--- src/rtl/xbus_acc_pkg.sv ---
// Shared constants and types for the XBUS-to-accelerator bridge: register map,
// STATUS/CTRL bit positions and the bus-response FSM state type.
package xbus_acc_pkg;

    localparam logic [7:0] OFF_TXDATA = 8'h00;
    localparam logic [7:0] OFF_RXDATA = 8'h04;
    localparam logic [7:0] OFF_STATUS = 8'h08;
    localparam logic [7:0] OFF_CTRL   = 8'h0C;

    localparam int STAT_TX_EMPTY   = 0;
    localparam int STAT_TX_FULL    = 1;
    localparam int STAT_RX_EMPTY   = 2;
    localparam int STAT_RX_FULL    = 3;
    localparam int STAT_TX_LVL_LSB = 8;
    localparam int STAT_RX_LVL_LSB = 16;

    localparam int CTRL_IRQ_EN = 0;
    localparam int CTRL_FLUSH  = 1;

    typedef enum logic [0:0] {
        ST_IDLE = 1'b0,
        ST_RESP = 1'b1
    } bus_state_e;

endpackage

--- src/rtl/sync_fifo.sv ---
// First-word-fall-through synchronous FIFO with flush; pushes into a full FIFO
// and pops from an empty one are dropped, flush wins over both.
module sync_fifo #(
    parameter int WIDTH = 32,
    parameter int DEPTH = 16
) (
    input  logic                     clk_i,
    input  logic                     rst_i,
    input  logic                     flush,
    input  logic                     push,
    input  logic                     pop,
    input  logic [WIDTH-1:0]         wr_data,
    output logic                     full,
    output logic                     empty,
    output logic [$clog2(DEPTH):0]   level,
    output logic [WIDTH-1:0]         head
);

    localparam int AW = $clog2(DEPTH);
    localparam int LW = AW + 1;

    logic [WIDTH-1:0] mem_r [DEPTH];
    logic [AW-1:0]    wr_ptr_r;
    logic [AW-1:0]    rd_ptr_r;
    logic [LW-1:0]    level_r;
    logic             do_push_s;
    logic             do_pop_s;

    assign full      = (level_r == LW'(DEPTH));
    assign empty     = (level_r == LW'(0));
    assign level     = level_r;
    assign head      = mem_r[rd_ptr_r];
    assign do_push_s = push & ~full;
    assign do_pop_s  = pop & ~empty;

    // Pointer and level bookkeeping; pointers wrap modulo DEPTH by width.
    always_ff @(posedge clk_i or posedge rst_i) begin
        if (rst_i) begin
            wr_ptr_r <= AW'(0);
            rd_ptr_r <= AW'(0);
            level_r  <= LW'(0);
        end else if (flush) begin
            wr_ptr_r <= AW'(0);
            rd_ptr_r <= AW'(0);
            level_r  <= LW'(0);
        end else begin
            if (do_push_s) begin
                wr_ptr_r <= wr_ptr_r + AW'(1);
            end
            if (do_pop_s) begin
                rd_ptr_r <= rd_ptr_r + AW'(1);
            end
            level_r <= level_r + LW'(do_push_s) - LW'(do_pop_s);
        end
    end

    // Storage array; contents are don't-care while the FIFO is empty.
    always_ff @(posedge clk_i) begin
        if (do_push_s) begin
            mem_r[wr_ptr_r] <= wr_data;
        end
    end

endmodule

--- src/rtl/xbus_acc_bridge.sv ---
// XBUS slave bridging CPU register accesses to the accelerator TX/RX streams.
// Optional RX interrupt enabled by defining XBUS_ACC_BRIDGE_IRQ_EN.
module xbus_acc_bridge
    import xbus_acc_pkg::*;
#(
    parameter logic [31:0] BASE_ADDR  = 32'hF000_0000,
    parameter int          WIN_BITS   = 8,
    parameter int          FIFO_DEPTH = 16
) (
    input  logic        clk_i,
    input  logic        rst_i,
    input  logic [31:0] xbus_adr_i,
    input  logic [31:0] xbus_dat_i,
    input  logic [2:0]  xbus_tag_i,
    input  logic        xbus_we_i,
    input  logic [3:0]  xbus_sel_i,
    input  logic        xbus_stb_i,
    input  logic        xbus_cyc_i,
    output logic [31:0] xbus_dat_o,
    output logic        xbus_ack_o,
    output logic        xbus_err_o,
    output logic [31:0] acc_tx_data_o,
    output logic        acc_tx_valid_o,
    input  logic        acc_tx_ready_i,
    input  logic [31:0] acc_rx_data_i,
    input  logic        acc_rx_valid_i,
    output logic        acc_rx_ready_o,
    output logic        irq_o
);

    localparam int LW = $clog2(FIFO_DEPTH) + 1;
    localparam logic [WIN_BITS-1:0] A_TXDATA = WIN_BITS'(OFF_TXDATA);
    localparam logic [WIN_BITS-1:0] A_RXDATA = WIN_BITS'(OFF_RXDATA);
    localparam logic [WIN_BITS-1:0] A_STATUS = WIN_BITS'(OFF_STATUS);
    localparam logic [WIN_BITS-1:0] A_CTRL   = WIN_BITS'(OFF_CTRL);

    bus_state_e        state_r, state_nxt_s;
    logic              ack_r, err_r, init_done_r;
    logic [31:0]       rdata_r;
    logic              resp_ack_s, resp_err_s;
    logic [31:0]       rdata_s, status_s;
    logic              hit_s, tx_push_s, rx_pop_s, ctrl_wr_s, flush_s, irq_en_s;
    logic [WIN_BITS-1:0] offset_s;
    logic              tx_full_s, tx_empty_s, rx_full_s, rx_empty_s;
    logic [LW-1:0]     tx_level_s, rx_level_s;
    logic [31:0]       tx_head_s, rx_head_s;
    logic              unused_tag_s;

    assign unused_tag_s = ^xbus_tag_i;
    assign offset_s     = xbus_adr_i[WIN_BITS-1:0];
    assign hit_s        = xbus_stb_i & xbus_cyc_i &
                          (xbus_adr_i[31:WIN_BITS] == BASE_ADDR[31:WIN_BITS]);
    assign flush_s      = ctrl_wr_s & xbus_sel_i[0] & xbus_dat_i[CTRL_FLUSH];

    sync_fifo #(.WIDTH(32), .DEPTH(FIFO_DEPTH)) u_tx_fifo (
        .clk_i   (clk_i),
        .rst_i   (rst_i),
        .flush   (flush_s),
        .push    (tx_push_s),
        .pop     (acc_tx_valid_o & acc_tx_ready_i),
        .wr_data (xbus_dat_i),
        .full    (tx_full_s),
        .empty   (tx_empty_s),
        .level   (tx_level_s),
        .head    (tx_head_s)
    );

    sync_fifo #(.WIDTH(32), .DEPTH(FIFO_DEPTH)) u_rx_fifo (
        .clk_i   (clk_i),
        .rst_i   (rst_i),
        .flush   (flush_s),
        .push    (acc_rx_valid_i & acc_rx_ready_o),
        .pop     (rx_pop_s),
        .wr_data (acc_rx_data_i),
        .full    (rx_full_s),
        .empty   (rx_empty_s),
        .level   (rx_level_s),
        .head    (rx_head_s)
    );

    assign acc_tx_valid_o = ~tx_empty_s;
    assign acc_tx_data_o  = tx_empty_s ? 32'h0 : tx_head_s;
    // Held low through reset; rises one cycle after reset is released.
    assign acc_rx_ready_o = init_done_r & ~rx_full_s;

`ifdef XBUS_ACC_BRIDGE_IRQ_EN
    logic irq_en_r;

    // RX interrupt enable bit, written through CTRL byte 0.
    always_ff @(posedge clk_i or posedge rst_i) begin
        if (rst_i) begin
            irq_en_r <= 1'b0;
        end else if (ctrl_wr_s && xbus_sel_i[0]) begin
            irq_en_r <= xbus_dat_i[CTRL_IRQ_EN];
        end
    end

    assign irq_en_s = irq_en_r;
    assign irq_o    = irq_en_r & ~rx_empty_s;
`else
    assign irq_en_s = 1'b0;
    assign irq_o    = 1'b0;
`endif

    // STATUS word assembly from the FIFO flags and levels.
    always_comb begin
        status_s                             = 32'h0;
        status_s[STAT_TX_EMPTY]              = tx_empty_s;
        status_s[STAT_TX_FULL]               = tx_full_s;
        status_s[STAT_RX_EMPTY]              = rx_empty_s;
        status_s[STAT_RX_FULL]               = rx_full_s;
        status_s[STAT_TX_LVL_LSB +: 8]       = 8'(tx_level_s);
        status_s[STAT_RX_LVL_LSB +: 8]       = 8'(rx_level_s);
    end

    // Bus FSM next state, register decode and side-effect strobes.
    always_comb begin
        state_nxt_s = state_r;
        tx_push_s   = 1'b0;
        rx_pop_s    = 1'b0;
        ctrl_wr_s   = 1'b0;
        resp_ack_s  = 1'b0;
        resp_err_s  = 1'b0;
        rdata_s     = 32'h0;
        case (state_r)
            ST_IDLE: begin
                if (hit_s) begin
                    state_nxt_s = ST_RESP;
                    resp_err_s  = 1'b1;
                    case (offset_s)
                        A_TXDATA: begin
                            if (xbus_we_i && !tx_full_s && (xbus_sel_i == 4'b1111)) begin
                                tx_push_s  = 1'b1;
                                resp_ack_s = 1'b1;
                                resp_err_s = 1'b0;
                            end else begin
                                tx_push_s  = 1'b0;
                            end
                        end
                        A_RXDATA: begin
                            if (!xbus_we_i && !rx_empty_s) begin
                                rx_pop_s   = 1'b1;
                                resp_ack_s = 1'b1;
                                resp_err_s = 1'b0;
                                rdata_s    = rx_head_s;
                            end else begin
                                rx_pop_s   = 1'b0;
                            end
                        end
                        A_STATUS: begin
                            if (!xbus_we_i) begin
                                resp_ack_s = 1'b1;
                                resp_err_s = 1'b0;
                                rdata_s    = status_s;
                            end else begin
                                resp_ack_s = 1'b0;
                            end
                        end
                        A_CTRL: begin
                            resp_ack_s = 1'b1;
                            resp_err_s = 1'b0;
                            if (xbus_we_i) begin
                                ctrl_wr_s = 1'b1;
                            end else begin
                                rdata_s[CTRL_IRQ_EN] = irq_en_s;
                            end
                        end
                        default: resp_err_s = 1'b1;
                    endcase
                end else begin
                    state_nxt_s = ST_IDLE;
                end
            end
            ST_RESP: state_nxt_s = ST_IDLE;
            default: state_nxt_s = ST_IDLE;
        endcase
    end

    // FSM state and registered response; response lives only in the RESP cycle.
    always_ff @(posedge clk_i or posedge rst_i) begin
        if (rst_i) begin
            state_r     <= ST_IDLE;
            ack_r       <= 1'b0;
            err_r       <= 1'b0;
            rdata_r     <= 32'h0;
            init_done_r <= 1'b0;
        end else begin
            state_r     <= state_nxt_s;
            ack_r       <= resp_ack_s;
            err_r       <= resp_err_s;
            rdata_r     <= rdata_s;
            init_done_r <= 1'b1;
        end
    end

    // A master that drops cyc before the response cycle gets no handshake.
    assign xbus_ack_o = ack_r & xbus_cyc_i;
    assign xbus_err_o = err_r & xbus_cyc_i;
    assign xbus_dat_o = (ack_r & xbus_cyc_i) ? rdata_r : 32'h0;

endmodule

--- config.mk ---
export PLATFORM = sky130hd
export DESIGN_NAME = xbus_acc_bridge
export DESIGN_NICKNAME = d
export VERILOG_FILES = /design/src/rtl/xbus_acc_pkg.sv /design/src/rtl/sync_fifo.sv /design/src/rtl/xbus_acc_bridge.sv
export SDC_FILE = /design/constraint.sdc
export NUM_CORES = 1
export LEC_CHECK = 0
export ABC_CLOCK_PERIOD_IN_PS = 12100
export BUFFER_PORTS_ARGS = -buffer_cell sky130_fd_sc_hd__clkbuf_2
export CELL_PAD_IN_SITES_DETAIL_PLACEMENT = 1
export CELL_PAD_IN_SITES_GLOBAL_PLACEMENT = 1
export CORE_ASPECT_RATIO = 1.75
export CORE_MARGIN = 1
export CORE_UTILIZATION = 59
export DETAILED_ROUTE_END_ITERATION = 6
export PLACE_DENSITY = 0.94
export SLEW_MARGIN = 20
export SYNTH_ARGS = -nofsm -noshare
export SYNTH_HDL_FRONTEND = slang
export SYNTH_SLANG_ARGS = --single-unit
--- constraint.sdc ---
create_clock -name clk_i -period 12.1 [get_ports clk_i]
set_input_delay 0 -clock clk_i [delete_from_list [all_inputs] [get_ports clk_i]]
set_output_delay 0 -clock clk_i [all_outputs]
set_load 0.03 [all_outputs]
-- Word-level counts from Yosys, hierarchy flattened
Memory sizes are Yosys's and may differ from the RTL's.
Index checks and enable logic that the tools add are counted.
- RAM bits: 1024
- flip-flop bits (word level): 62
- memories: 2
- input port bits: 110
- output and inout port bits: 69
- logic and storage cells: 104
- muxes and demuxes: 45
- reduce and logical (&&, ||, !) cells: 13
- bitwise logic cells: 18
- eq/ne operators: 7
- add/subtract/negate cells: 8
- memory list (name ; words ; bits a word ; rd ports ; clocked after memory_dff ; write ports ; RTL line ; RTL):
    u_rx_fifo.mem_r ; 16 ; 32 ; 1 ; 0 ; 1 ; sync_fifo.sv:22 ; logic [WIDTH-1:0] mem_r [DEPTH];
    u_tx_fifo.mem_r ; 16 ; 32 ; 1 ; 0 ; 1 ; sync_fifo.sv:22 ;
- operators with widths (kind ; number):
    $mux 32 ; 5
    $pmux 31 s2 ; 1
    $mux 4 ; 8
    $eq 24x24->1 const B ; 1
    $mux 1 ; 24
    $mux 21 ; 1
    $add 4x1->4 const B ; 4
    $eq 8x4->1 const B ; 2
    $and 1x1->1 ; 13
    $add 5x1->5 ; 2
    $eq 5x5->1 const B ; 2
    $logic_not 5->1 ; 2
    $mux 5 ; 2
    $sub 5x1->5 ; 2
    $eq 8x3->1 const B ; 1
    $logic_not 8->1 ; 1
    $pmux 1 s4 ; 2
    $reduce_bool 2->1 ; 4
    $not 1->1 ; 5
    $eq 4x4->1 const B ; 1
    $pmux 1 s2 ; 2
    $logic_and 1x1->1 ; 3
    $logic_not 1->1 ; 3

-- Longest topological paths before layout
Gate-level depths: netlist of run 1.
- word-level depth: 12
- mapped depth: 17
- mapped depth without buffers: 16

-- Hierarchy
A second synthesis of run 1 with hierarchy kept.
- cells, all modules: 2294
- area, all modules: 42965.0 um^2
- by module, submodules not included (module ; area an instance (um^2) ; instances ; cells each):
    sync_fifo ; 20434.6 ; 2 ; 1033
    xbus_acc_bridge ; 2095.8 ; 1 ; 228

-- Worst setup path before layout of run 1
OpenSTA, ideal clock, no wires.
- path kind: register -> register
- start: reg u_tx_fifo.level_r[2] (netlist: u_tx_fifo.level[2])
- end: mem u_tx_fifo.mem_r[7][0] (enable)
- stages on the path, launching flop included: 7
- setup slack: 7869 ps
- library setup time: 461 ps
- path buffers: 0
- arrival: 3770 ps
- clock period less this slack: 4231 ps
- data required time: 11639 ps
- cell sequence: dfrtp_1 > inv_1 > ha_1 > nor4bb_1 > nor4_2 > nand2_4 > nor3_1
- word-level cells in the longest chain between the ends: 11
- elaborated cells on any way between the ends: 12
- ends and longest elaborated chain (item ; RTL line ; RTL):
    from (decl) ; sync_fifo.sv:25 ; logic [LW-1:0] level_r;
    from (signal assigned) ; sync_fifo.sv:53 ; level_r <= level_r + LW'(do_push_s) - LW'(do_pop_s);
    $eq 5x5->1 (*) ; sync_fifo.sv:29 ; assign full = (level_r == LW'(DEPTH));
    $logic_not 1->1 ; xbus_acc_bridge.sv:132 ; if (xbus_we_i && !tx_full_s && (xbus_sel_i == 4'b1111)) begin
    $logic_and 1x1->1 (2 in a row) ; xbus_acc_bridge.sv:132 ;
    $mux 1 ; xbus_acc_bridge.sv:132 ;
    $mux 1 ; xbus_acc_bridge.sv:130 ; case (offset_s)
    $mux 1 ; xbus_acc_bridge.sv:127 ; if (hit_s) begin
    $mux 1 ; xbus_acc_bridge.sv:125 ; case (state_r)
    $and 1x1->1 (*) ; sync_fifo.sv:33 ; assign do_push_s = push & ~full;
    $mux 1 (*) ; sync_fifo.sv:59 ; if (do_push_s) begin
    $mux 1 (not written as such) (*) ; sync_fifo.sv:60 ; mem_r[wr_ptr_r] <= wr_data;
    to (decl) ; sync_fifo.sv:22 ;
Every way passes the cells marked *; elsewhere a longest branch is shown, timed or not.

-- Worst setup path in the final report of run 1
- start: reg u_rx_fifo.level_r[2] (netlist: u_rx_fifo.level[2])
- end: reg u_rx_fifo.level_r[4] (netlist: u_rx_fifo.level[4])
- word-level cells in the longest chain between the ends: 10
- elaborated cells on any way between the ends: 17
- ends and longest elaborated chain (item ; RTL line ; RTL):
    from (decl) ; sync_fifo.sv:25 ;
    from (signal assigned) ; sync_fifo.sv:53 ;
    branches (longest 8 deep; another with $add 5x1->5) ; - ;
    $sub 5x1->5 (*) ; sync_fifo.sv:53 ;
    $mux 5 (*) ; sync_fifo.sv:42 ; end else if (flush) begin
Mark *: on every way between the ends.
A chain may end at the register's enable or synchronous reset.

==> flow_metrics.env, run 1 <==
export IMPL_die_area_mm2=0.0725
export IMPL_cts_tree="done"
export IMPL_drt_iter0_markers=2956
export IMPL_hold_path_end="u_tx_fifo.wr_ptr_r[3]"
export IMPL_drive_gt1_share_pct=31.0
export IMPL_finalSetupTns_ns=0
export IMPL_synth_area_mm2=0.0421
export IMPL_p_sw_uw=2660
export IMPL_clock_latency_ns=0.70
export IMPL_clk_path_buf_depth=3
export IMPL_post_route_period_util_pct=40.0
export IMPL_vias_per_cell=7.02
export IMPL_cts_made_buffers=91
export IMPL_die_y_um=355
export IMPL_synth_top_area_share_pct=73.0
export IMPL_crit_path_end_kind="register"
export IMPL_skew_ns=0.0331
export IMPL_antenna_found_initial=3
export IMPL_critPathMaxFanout=18
export IMPL_reg2regPathDepth=16
export IMPL_final_net_count=2333
export IMPL_route_detailed_drc=0
export IMPL_synth_net_count=2039
export IMPL_grt_pass1_wl_mm=173
export IMPL_synth_seq_cells=1086
export IMPL_overflow=0
export IMPL_hold_depth=5
export IMPL_synthCells=1905
export IMPL_synth_adder_area_share_pct=0.748
export IMPL_period_minus_slack_ns=4.84
export IMPL_io_pins=179
export IMPL_hold_violations=0
export IMPL_row_count=129
export IMPL_hpwl_mm=59.5
export IMPL_p_int_uw=6740
export IMPL_synthArstFlopShare_pct=5.71
export IMPL_cts_htree_levels=3
export IMPL_max_freq_mhz=207
export IMPL_slew_violations=0
export IMPL_pwr_share_comb_pct=19.6
export IMPL_hold_path_class="in -> reg"
export IMPL_ys_types=54
export IMPL_syn2layout_area_growth_pct=14.3
export IMPL_max_slew_margin_pct=22.2
export IMPL_p_sw_share_pct=28.3
export IMPL_start_util_pct=59.6
export IMPL_worstPathArrival_ns=5.38
export IMPL_grt_util_all_layers_pct=34.7
export IMPL_portBuffers=174
export IMPL_grt_start_max_net_pins=107
export IMPL_yosysWarnings=0
export IMPL_clk_pin_slew_worst_paths_ns=0.08
export IMPL_rr_endpoint="u_rx_fifo.level[4]"
export IMPL_clockRootBuffer="clkbuf_16"
export IMPL_syn_area_per_cell_um2=22.1
export IMPL_ant_nets=0
export IMPL_gp_congestion=0.807
export IMPL_max_cap_violations=0
export IMPL_synth_simple_area_share_pct=3.02
export IMPL_power_leakage_uw=0.0157
export IMPL_synth_compound_area_share_pct=1.87
export IMPL_post_drt_wl_per_cell_um=38.2
export IMPL_core_mm2=0.0707
export IMPL_muxShareOfSynthArea_pct=15.9
export IMPL_synth_edf_count=1024
export IMPL_yosys_top_cells_area="edfxtp_1 (73%), mux4_2 (15%), dfrtp_1 (3.7%), and3_1 (0.68%), ha_1 (0.65%)"
export IMPL_final_cell_mix="edfxtp_1 (1,024), mux4_2 (282), clkbuf_2 (174)"
export IMPL_grt_pass1_vias=24239
export IMPL_ys_flop_type="edfxtp_1"
export IMPL_yosysTopAreaCell="edfxtp_1"
export IMPL_wl_mm=122
export IMPL_rsz0062_at_grt="false"
export IMPL_vias=22418
export IMPL_hp_start="xbus_adr_i[18]"
export IMPL_rrSetupSlack_ns=7.26
export IMPL_postCtsSetupRepairBufs=0
export IMPL_p_seq_share_pct=47.2
export IMPL_clockPowerShare_pct=33.2
export IMPL_peakVddDrop_v=0.000181
export IMPL_final_common_cell="edfxtp_1"
export IMPL_r2r_start="u_rx_fifo.level[2]"
export IMPL_setup_viol_count_final=0
export IMPL_fill_cells=5410
export IMPL_critPathLaunchType="register"
export IMPL_worstMarginPinSlew_ns=1.17
export IMPL_total_power_uw=9410
export IMPL_die_x_um=204
export IMPL_synthXorXnorAreaFrac_pct=0.270
export IMPL_yosysSeqAreaShare_pct=76.7
export IMPL_firstDrtPassIters=5
export IMPL_required_ns=12.64
export IMPL_clock_sinks=1086
export IMPL_critPathKind="reg -> reg"
export IMPL_power_per_cell_area_mw_per_mm2=195
export IMPL_synth_top_family_by_area="multiplexers"
export IMPL_status="finished clean"
[layer usage]
layer | track usage, % | wire length (µm) | vias to the layer above
met3 | 6.91 | 11200 | 439
met1 | 42.0 | 40600 | 11705
li1 | - | - | 8524
met2 | 58.6 | 63400 | 1748
met5 | 0 | 13 | -
met4 | 18.8 | 6810 | 2
[critical path, stage by stage (launching register included)]
cell     delay, ns
dfrtp_1       0.42
inv_1         0.20
ha_1          0.23
or4b_1        0.60
and3_1        0.51
nand2_2       0.60
inv_2         0.27
ha_1          0.36
inv_1         0.06
ha_1          0.18
inv_1         0.11
fa_1          0.46
inv_1         0.11
a21oi_1       0.07
nor2_1        0.22
or3_1         0.18
a21oi_1       0.07
[flip-flops by register name, summed over array words and instances (netlist names)]
register / cells
u_rx_fifo.mem_r: 512
u_tx_fifo.mem_r: 512
rdata_r: 32
u_rx_fifo.level: 5
u_tx_fifo.level: 5
u_rx_fifo.rd_ptr_r: 4
u_rx_fifo.wr_ptr_r: 4
u_tx_fifo.rd_ptr_r: 4
u_tx_fifo.wr_ptr_r: 4
ack_r: 1
err_r: 1
init_done_r: 1
state_r: 1
[through the flow]
stage / instance area (µm²) / utilization, % / std cells / setup WS [ns] / hold WS [ns]
finish: 48200 / 68.1 / 3193 / 7.26 / 0.0351
global route: 48200 / 68.1 / 3192 / 7.27 / 0.0904
CTS: 48100 / 68.1 / 3189 / 7.53 / 0.0178
detailed placement: 44200 / 62.6 / 2941 / 7.85 / 0.312
global placement: 44200 / 62.6 / 2941 / 8.03 / 0.304
floorplan: 42100 / - / 1905 / 7.87 / 0.0989
[timing repair]
action,in CTS,in global routing
hold endpoints to repair,1110,20
hold buffers,80,1
resized for setup,0,0
[cell type report]
type                            instances  area [µm²]  share of cell area, %
Clock buffer                          108        2440                   5.06
Multi-Input combinational cell        693        9430                   19.6
Timing Repair Buffer                  305        2090                   4.35
Sequential cell                      1086       32300                   67.1
Antenna cell                            2        5.00                 0.0104
Tap cell                              917        1150                   2.38
Clock inverter                         60         638                   1.33
Inverter                               22        83.8                  0.174
[kinds of logic after synthesis]
logic type      after synthesis
flops                      1086
other cells                   2
compound gates              118
xor+xnor                     13
mux                         317
fa+ha+maj                    24
buf+inv                     126
simple gates                219
[cell usage after synthesis, types with 2 or more instances]
library cell	number
or4_1	2
o22ai_1	9
nor4bb_1	2
nor4b_1	3
a22oi_1	18
a21o_1	2
inv_1	21
nand3_2	2
o21ai_0	26
mux2_2	9
xor2_1	7
a221oi_1	8
mux2i_1	26
nor2b_1	8
nor3_1	8
buf_2	16
nand2_1	25
fa_1	2
clkbuf_1	45
buf_1	18
nor2_1	49
nor3_2	5
mux4_2	282
o31ai_1	4
nand2b_1	3
and2_1	37
a22o_1	24
nand4_1	4
a21oi_1	26
buf_6	8
edfxtp_1	1024
nand3b_1	2
conb_1	2
dfrtp_1	62
ha_1	22
nor4b_2	4
xnor2_1	6
buf_4	17
nand3_1	6
nor4_1	2
and3_1	46
[power by group through the flow]
stage | registers [µW] | clock network, µW | logic [µW]
2_1_floorplan | 4350 | 0 | 1360
3_3_place_gp | 4490 | 0 | 1640
3_5_place_dp | 4510 | 0 | 1740
4_1_cts | 4430 | 3110 | 1840
5_1_grt | 4450 | 3250 | 1930
6_report | 4440 | 3120 | 1840
[worst max path at each step]
| stage | from | endpoint | slack, ns | cells past startpoint |
|---|---|---|---|---|
| 2_1_floorplan | u_tx_fifo.level[2] | u_tx_fifo.mem_r[7][0] | 7.87 | 6 |
| 3_3_place_gp | u_rx_fifo.level[2] | u_rx_fifo.level[4] | 8.03 | 16 |
| 3_5_place_dp | u_rx_fifo.level[2] | u_rx_fifo.level[4] | 7.85 | 16 |
| 4_1_cts | u_rx_fifo.level[2] | u_rx_fifo.level[4] | 7.53 | 16 |
| 5_1_grt | u_rx_fifo.level[2] | u_rx_fifo.level[4] | 7.27 | 16 |
| 6_report | u_rx_fifo.level[2] | u_rx_fifo.level[4] | 7.26 | 16 |
No activity file was read; power rests on OpenSTA's default activity.
==> run 2: changes to the inputs <==
--- a/config.mk
+++ b/config.mk
@@ -5,15 +5,15 @@
 export SDC_FILE = /design/constraint.sdc
 export NUM_CORES = 1
 export LEC_CHECK = 0
-export ABC_CLOCK_PERIOD_IN_PS = 12100
+export ABC_CLOCK_PERIOD_IN_PS = 4700
 export BUFFER_PORTS_ARGS = -buffer_cell sky130_fd_sc_hd__clkbuf_2
 export CELL_PAD_IN_SITES_DETAIL_PLACEMENT = 1
 export CELL_PAD_IN_SITES_GLOBAL_PLACEMENT = 1
 export CORE_ASPECT_RATIO = 1.75
 export CORE_MARGIN = 1
-export CORE_UTILIZATION = 59
+export CORE_UTILIZATION = 54
 export DETAILED_ROUTE_END_ITERATION = 6
-export PLACE_DENSITY = 0.94
+export PLACE_DENSITY = 0.88
 export SLEW_MARGIN = 20
 export SYNTH_ARGS = -nofsm -noshare
 export SYNTH_HDL_FRONTEND = slang
==> constraint.sdc (replaced) <==
create_clock -name clk_i -period 4.7 [get_ports clk_i]
set_input_delay 0 -clock clk_i [delete_from_list [all_inputs] [get_ports clk_i]]
set_output_delay 0 -clock clk_i [all_outputs]
set_load 0.03 [all_outputs]
==> run 2 against run 1 <==
Effect of this change:
- first-iteration DRC count down 34%
- maximum frequency up 12%
- die area up 9.2%
- combinational power rose to 2.6 times the previous value
- clock power rose to 2.6 times the previous value
- via count down 3.6%
- sequential share of layout area down 0.66 points
==> flow_metrics.env, run 2 (same netlist as run 1, synthesis figures left out) <==
export IMPL_status="finished clean"
export IMPL_max_cap_violations=0
export IMPL_setup_viol_count_final=0
export IMPL_max_freq_mhz=232
export IMPL_clockRootBuffer="clkbuf_16"
export IMPL_cts_tree="done"
export IMPL_vias=21600
export IMPL_hold_path_class="in -> reg"
export IMPL_required_ns=5.25
export IMPL_reg2regPathDepth=15
export IMPL_die_area_mm2=0.0792
export IMPL_cts_resized=0
export IMPL_max_slew_margin_pct=26.3
export IMPL_rr_endpoint="u_tx_fifo.level[4]"
export IMPL_post_drt_wl_per_cell_um=33.9
export IMPL_die_x_um=213
export IMPL_cp_common_cell="nor2_1"
export IMPL_firstDrtPassIters=5
export IMPL_grt_pass1_vias=23903
export IMPL_die_y_um=371
export IMPL_hold_path_end="err_r"
export IMPL_post_route_period_util_pct=91.9
export IMPL_hold_violations=0
export IMPL_gp_congestion=0.776
export IMPL_cts_made_buffers=92
export IMPL_hold_depth=5
export IMPL_worstMarginPinSlew_ns=1.11
export IMPL_cts_htree_levels=3
export IMPL_drt_iter0_markers=1957
export IMPL_power_leakage_uw=0.0159
export IMPL_hpwl_mm=61.5
export IMPL_drive_gt1_share_pct=31.4
export IMPL_rrSetupSlack_ns=0.38
export IMPL_overflow=0
export IMPL_crit_path_end_kind="register"
export IMPL_hp_start="xbus_adr_i[2]"
export IMPL_row_count=135
export IMPL_worst_path_buf_inv=4
export IMPL_ant_nets=0
export IMPL_clk_pin_slew_worst_paths_ns=0.07
export IMPL_io_pins=179
export IMPL_slew_violations=0
export IMPL_crit_start="u_tx_fifo.level[2]"
export IMPL_portBuffers=174
export IMPL_clk_path_buf_depth=3
export IMPL_critPathKind="reg -> reg"
export IMPL_start_util_pct=54.5
export IMPL_antenna_found_initial=5
export IMPL_critPathLaunchType="register"
export IMPL_finalSetupTns_ns=0
export IMPL_syn2layout_area_growth_pct=15.4
export IMPL_skew_ns=0.0348
export IMPL_route_detailed_drc=0
export IMPL_clock_latency_ns=0.70
export IMPL_crit_slowest_cell="nor4bb_1"
export IMPL_grt_util_all_layers_pct=29.4
export IMPL_final_net_count=2359
export IMPL_peakVddDrop_v=0.000486
export IMPL_rsz0062_at_grt="false"
export IMPL_period_minus_slack_ns=4.32
export IMPL_grt_start_max_net_pins=72
export IMPL_total_power_uw=24300
export IMPL_critPathMaxFanout=18
export IMPL_power_per_cell_area_mw_per_mm2=500
export IMPL_wl_mm=113
export IMPL_final_cell_mix="edfxtp_1 (1,024), mux4_2 (282), clkbuf_2 (174)"
export IMPL_cp_cell_sequence="inv_1 > ha_1 > nor4bb_1 > nor4_2 > dlygate4sd3_1 > buf_4 > nand2_4 > inv_1 > ha_1 > fa_1 > a21oi_1 > nor2_1 > nor2_1 > xnor2_1 > nor2_1"
export IMPL_core_mm2=0.0774
export IMPL_vias_per_cell=6.48
export IMPL_grt_pass1_wl_mm=163
export IMPL_critical_path_top_delay_family="simple AND/OR/NAND/NOR gates"
export IMPL_final_common_cell="edfxtp_1"
export IMPL_max_stage_delay_ns=0.80
export IMPL_reg_top3="u_rx_fifo.mem_r x512, u_tx_fifo.mem_r x512, rdata_r x32"
export IMPL_clock_sinks=1086
export IMPL_r2r_start="u_tx_fifo.level[2]"
export IMPL_worstPathArrival_ns=4.87
## run 2: cell types whose count changed in the layout (fill, tap and decap cells not counted), sizes merged
cell / before / now
buf: 50 / 69
bufinv: 11 / 14
clkbuf: 282 / 288
clkinv: 41 / 36
clkinvlp: 6 / 7
diode: 2 / 4
dlygate4sd3: 81 / 87
## run 2: layout make-up
type	instances	area (µm²)
Clock buffer	114	2490
Clock inverter	59	692
Tap cell	1027	1280
Antenna cell	4	10.0
Inverter	22	83.8
Sequential cell	1086	32300
Fill cell	6313	28700
Multi-Input combinational cell	693	9430
Timing Repair Buffer	330	2320
## run 2: worst min-delay path: cells and delay by family
family / cells / cell delay, ns
buf+inv: 1 / 0.15
simple gates: 1 / 0.23
compound gates: 3 / 0.32
## run 2: repair_timing
item / in CTS / in global routing
hold buffers: 87 / 0
buffers inserted: 0 / 0
endpoints found under the hold margin: 1120 / 0
## run 2: how the worst max path moves through the flow
stage	end	depth (start not counted)
2_1_floorplan	u_tx_fifo.mem_r[8][0]	6
3_3_place_gp	u_rx_fifo.level[4]	16
3_5_place_dp	u_rx_fifo.level[4]	16
4_1_cts	u_tx_fifo.level[4]	15
5_1_grt	u_tx_fifo.level[4]	15
6_report	u_tx_fifo.level[4]	15
## run 2: power breakdown
part	switching (µW)	internal, µW
Clock	3560	4560
Sequential	482	10900
Combinational	2650	2160
Total	6690	17600
## run 2: stage by stage
step / hold slack (ns) / std cells / instance area (µm²) / utilization [%] / worst slack, ns
2_1_floorplan: 0.0989 / 1905 / 42100 / - / 0.469
3_3_place_gp: 0.353 / 3071 / 44600 / 57.6 / 1.25
3_5_place_dp: 0.397 / 3071 / 44600 / 57.6 / 0.905
4_1_cts: 0.0112 / 3331 / 48600 / 62.8 / 0.380
5_1_grt: 0.0693 / 3331 / 48600 / 62.8 / 0.305
6_report: 0.0627 / 3335 / 48600 / 62.9 / 0.381
## run 2: metal layers
layer | track usage, % | vias to the layer above | wire length (µm)
li1 | - | 8587 | -
met1 | 34.1 | 11431 | 39000
met5 | 0 | - | 48
met3 | 4.48 | 328 | 7720
met2 | 52.5 | 1246 | 61000
met4 | 15.5 | 8 | 5460
==> run 3: changes to the inputs <==
--- a/config.mk
+++ b/config.mk
@@ -5,13 +5,14 @@
 export SDC_FILE = /design/constraint.sdc
 export NUM_CORES = 1
 export LEC_CHECK = 0
+export ABC_AREA = 1
 export ABC_CLOCK_PERIOD_IN_PS = 4700
 export BUFFER_PORTS_ARGS = -buffer_cell sky130_fd_sc_hd__clkbuf_2
 export CELL_PAD_IN_SITES_DETAIL_PLACEMENT = 1
 export CELL_PAD_IN_SITES_GLOBAL_PLACEMENT = 1
 export CORE_ASPECT_RATIO = 1.75
 export CORE_MARGIN = 1
-export CORE_UTILIZATION = 54
+export CORE_UTILIZATION = 51
 export DETAILED_ROUTE_END_ITERATION = 6
 export PLACE_DENSITY = 0.88
 export SLEW_MARGIN = 20
==> run 3 against run 2 <==
Effect of this change:
- synthesized area rose by 2.9%
- global-route usage rose by 1.9 points
- via count rose by 39%
- critical path depth did not move
- worst setup slack got worse by 0.17 ns
- register-to-register slack improved by 0.52 ns
- core utilization fell by 4.0 points
- flip-flop and latch count did not move
- final cell count rose by 43%
- clock skew fell by 0.0028 ns
- first-iteration DRC count rose by 28%
- die area rose by 8.9%
==> flow_metrics.env, run 3 <==
export IMPL_vias=29938
export IMPL_reg_top3="u_rx_fifo.mem_r x512, u_tx_fifo.mem_r x512, rdata_r x32"
export IMPL_hold_path_end="u_rx_fifo.rd_ptr_r[3]"
export IMPL_drive_gt1_share_pct=12.4
export IMPL_ys_types=34
export IMPL_synth_edf_count=1024
export IMPL_setup_viol_count_final=0
export IMPL_hold_depth=10
export IMPL_die_x_um=222
export IMPL_yosys_top_cells_area="edfxtp_1 (71%), nor2_1 (5.2%), o21ai_0 (5.0%), dfrtp_1 (3.6%), nand2_1 (2.8%)"
export IMPL_hold_violations=0
export IMPL_clockPowerShare_pct=34.0
export IMPL_final_cell_mix="edfxtp_1 (1,024), nor2_1 (573), o21ai_0 (434)"
export IMPL_cts_tree="done"
export IMPL_start_util_pct=51.4
export IMPL_worst_path_buf_inv=7
export IMPL_antenna_found_initial=2
export IMPL_skew_ns=0.0320
export IMPL_critPathKind="in -> reg"
export IMPL_yosysTopAreaCell="edfxtp_1"
export IMPL_post_route_period_util_pct=95.4
export IMPL_syn2layout_area_growth_pct=14.4
export IMPL_synthCells=3379
export IMPL_required_ns=5.08
export IMPL_place_area_mm2=0.0454
export IMPL_io_pins=179
export IMPL_crit_start="xbus_adr_i[12]"
export IMPL_status="finished clean"
export IMPL_grt_pass1_vias=32421
export IMPL_grt_pass1_wl_mm=200
export IMPL_ys_flop_type="edfxtp_1"
export IMPL_p_seq_share_pct=44.8
export IMPL_max_stage_delay_ns=0.93
export IMPL_gp_congestion=0.788
export IMPL_p_int_uw=17000
export IMPL_cp_common_cell="dlygate4sd3_1"
export IMPL_critPathLaunchType="input port"
export IMPL_worstPathArrival_ns=4.86
export IMPL_p_sw_share_pct=31.3
export IMPL_clock_sinks=1086
export IMPL_synth_area_mm2=0.0434
export IMPL_synthTopCellsByCount="edfxtp_1 (1,024), nor2_1 (603), o21ai_0 (434), nand2_1 (325), nand3_1 (168)"
export IMPL_rsz0062_at_grt="false"
export IMPL_power_per_cell_area_mw_per_mm2=498
export IMPL_r2r_start="state_r"
export IMPL_syn_area_per_cell_um2=12.8
export IMPL_crit_path_end_kind="register"
export IMPL_yosysSeqAreaShare_pct=74.5
export IMPL_rrSetupSlack_ns=0.90
export IMPL_pwr_share_comb_pct=21.1
export IMPL_period_minus_slack_ns=4.48
export IMPL_max_freq_mhz=223
export IMPL_rr_endpoint="u_tx_fifo.mem_r[13][25]"
export IMPL_power_leakage_uw=0.0169
export IMPL_clock_latency_ns=0.70
export IMPL_cts_made_buffers=96
export IMPL_max_slew_margin_pct=19.1
export IMPL_synth_net_count=3513
export IMPL_slew_violations=0
export IMPL_reg2regPathDepth=11
export IMPL_crit_slowest_cell="nor2_4"
export IMPL_portBuffers=174
export IMPL_synth_top_area_share_pct=70.9
export IMPL_vias_per_cell=6.30
export IMPL_hp_start="xbus_adr_i[7]"
export IMPL_cts_resized=0
export IMPL_route_detailed_drc=0
export IMPL_wl_mm=135
export IMPL_synthArstFlopShare_pct=5.71
export IMPL_p_sw_uw=7730
export IMPL_worstMarginPinSlew_ns=1.21
export IMPL_firstDrtPassIters=7
export IMPL_hold_path_class="in -> reg"
export IMPL_overflow=0
export IMPL_grt_start_max_net_pins=159
export IMPL_synth_most_common_cell="edfxtp_1"
export IMPL_fin_area_mm2=0.0496
export IMPL_synth_seq_cells=1086
export IMPL_postCtsSetupRepairBufs=0
export IMPL_hpwl_mm=75.6
export IMPL_clk_path_buf_depth=3
export IMPL_row_count=141
export IMPL_clk_pin_slew_worst_paths_ns=0.06
export IMPL_core_mm2=0.0843
export IMPL_critPathMaxFanout=22
export IMPL_cts_htree_levels=3
export IMPL_drt_iter0_markers=2512
export IMPL_die_area_mm2=0.0862
export IMPL_finalSetupTns_ns=0
export IMPL_ant_nets=0
export IMPL_cp_cell_sequence="dlygate4sd3_1 > clkbuf_2 > nor2_1 > dlygate4sd3_1 > nand2_1 > dlygate4sd3_1 > nor2_1 > dlygate4sd3_1 > nand2_1 > nor2_4 > nand3_1 > inv_2 > nand2_1 > nor2_4 > buf_4"
export IMPL_final_net_count=3735
export IMPL_yosysWarnings=0
export IMPL_clockRootBuffer="clkbuf_16"
export IMPL_max_cap_violations=0
export IMPL_post_drt_wl_per_cell_um=28.4
export IMPL_peakVddDrop_v=0.000608
export IMPL_die_y_um=388
export IMPL_grt_util_all_layers_pct=31.3
export IMPL_fill_cells=8157
export IMPL_final_common_cell="edfxtp_1"
export IMPL_critical_path_top_delay_family="buffers and inverters"
-- run 3: cell types whose count changed after synthesis, moves of 40 or more --
cell,change
nand2_1,+300
nand3_1,+162
o221ai_1,+97
mux4_2,-282
o21ai_0,+408
nor2_1,+554
and3_1,-46
buf_2,+40
clkbuf_1,+59
a21oi_1,+50
o211ai_1,+92
inv_1,+106
-- run 3: worst max path at each step --
stage | end | cells past startpoint
floorplan | u_tx_fifo.mem_r[15][0] | 9
global placement | u_tx_fifo.mem_r[13][25] | 12
detailed placement | u_tx_fifo.mem_r[13][22] | 12
CTS | u_tx_fifo.mem_r[13][23] | 15
global route | u_tx_fifo.mem_r[13][23] | 15
finish | u_tx_fifo.mem_r[13][25] | 15
-- run 3: final cells by class --
type,instances,area [µm²],share of cell area (%)
clock buffers,120,2660,5.36
clock inverters,57,657,1.32
diodes,1,2.50,0.00504
repair buffers,338,2370,4.79
well taps,1072,1340,2.70
multi-input cells,1945,9750,19.7
flip-flops and latches,1086,32300,65.1
inverters,134,519,1.05
-- run 3: repair_timing --
item | CTS | global route
endpoints found under the hold margin | 1074 | 0
setup endpoints to repair | 0 | 0
hold buffers | 94 | 0
-- run 3: stage by stage --
step                      hold slack [ns]  std cells  util, %  total power [µW]  worst slack [ns]
after detailed placement           0.0741       4481     53.8             16200              1.27
final                              0.0719       4753     58.8             24700             0.216
after global routing                0.149       4752     58.8             25400            0.0521
after global placement             0.0720       4481     53.8             15900              1.47
after CTS                          0.0587       4752     58.8             24600             0.310
after floorplan                    0.0989       3379        -             14500             0.870
-- run 3: metal layers --
metal  track usage (%)  vias up  wire length [µm]  part of all wire, %
li1                  -    12732                 -                    -
met1              34.5    15061             46400                   34
met2              57.1     1674             71900                   53
met3              4.16      469              8970                  6.6
met4              19.0        2              7830                  5.8
met5                 0        -                13               0.0096
-- run 3: power groups by stage --
stage          logic (µW)  clock network, µW  registers, µW
6_report             5220               8410          11100
5_1_grt              5560               8710          11100
4_1_cts              5120               8430          11100
3_5_place_dp         4940                  0          11300
3_3_place_gp         4670                  0          11200
2_1_floorplan        3300                  0          11200
-- run 3: cell families after synthesis --
group / Yosys count / share of synthesized area [%]
compound gates: 788 / 10.6
xor+xnor: 8 / 0.162
fa+ha+maj: 24 / 0.727
buf+inv: 348 / 3.58
flops: 1086 / 74.5
other cells: 2 / 0.0173
simple gates: 1123 / 10.4
-- run 3: worst min-delay path, cell delays in order --
cell and delay [ns]:
clkbuf_2 0.07, nor2_1 0.03, nand2_1 0.14, inv_1 0.12, nand3_1 0.09, nor2_1 0.06
nand4_1 0.09, nand2_1 0.05, inv_1 0.05, nor2_1 0.04
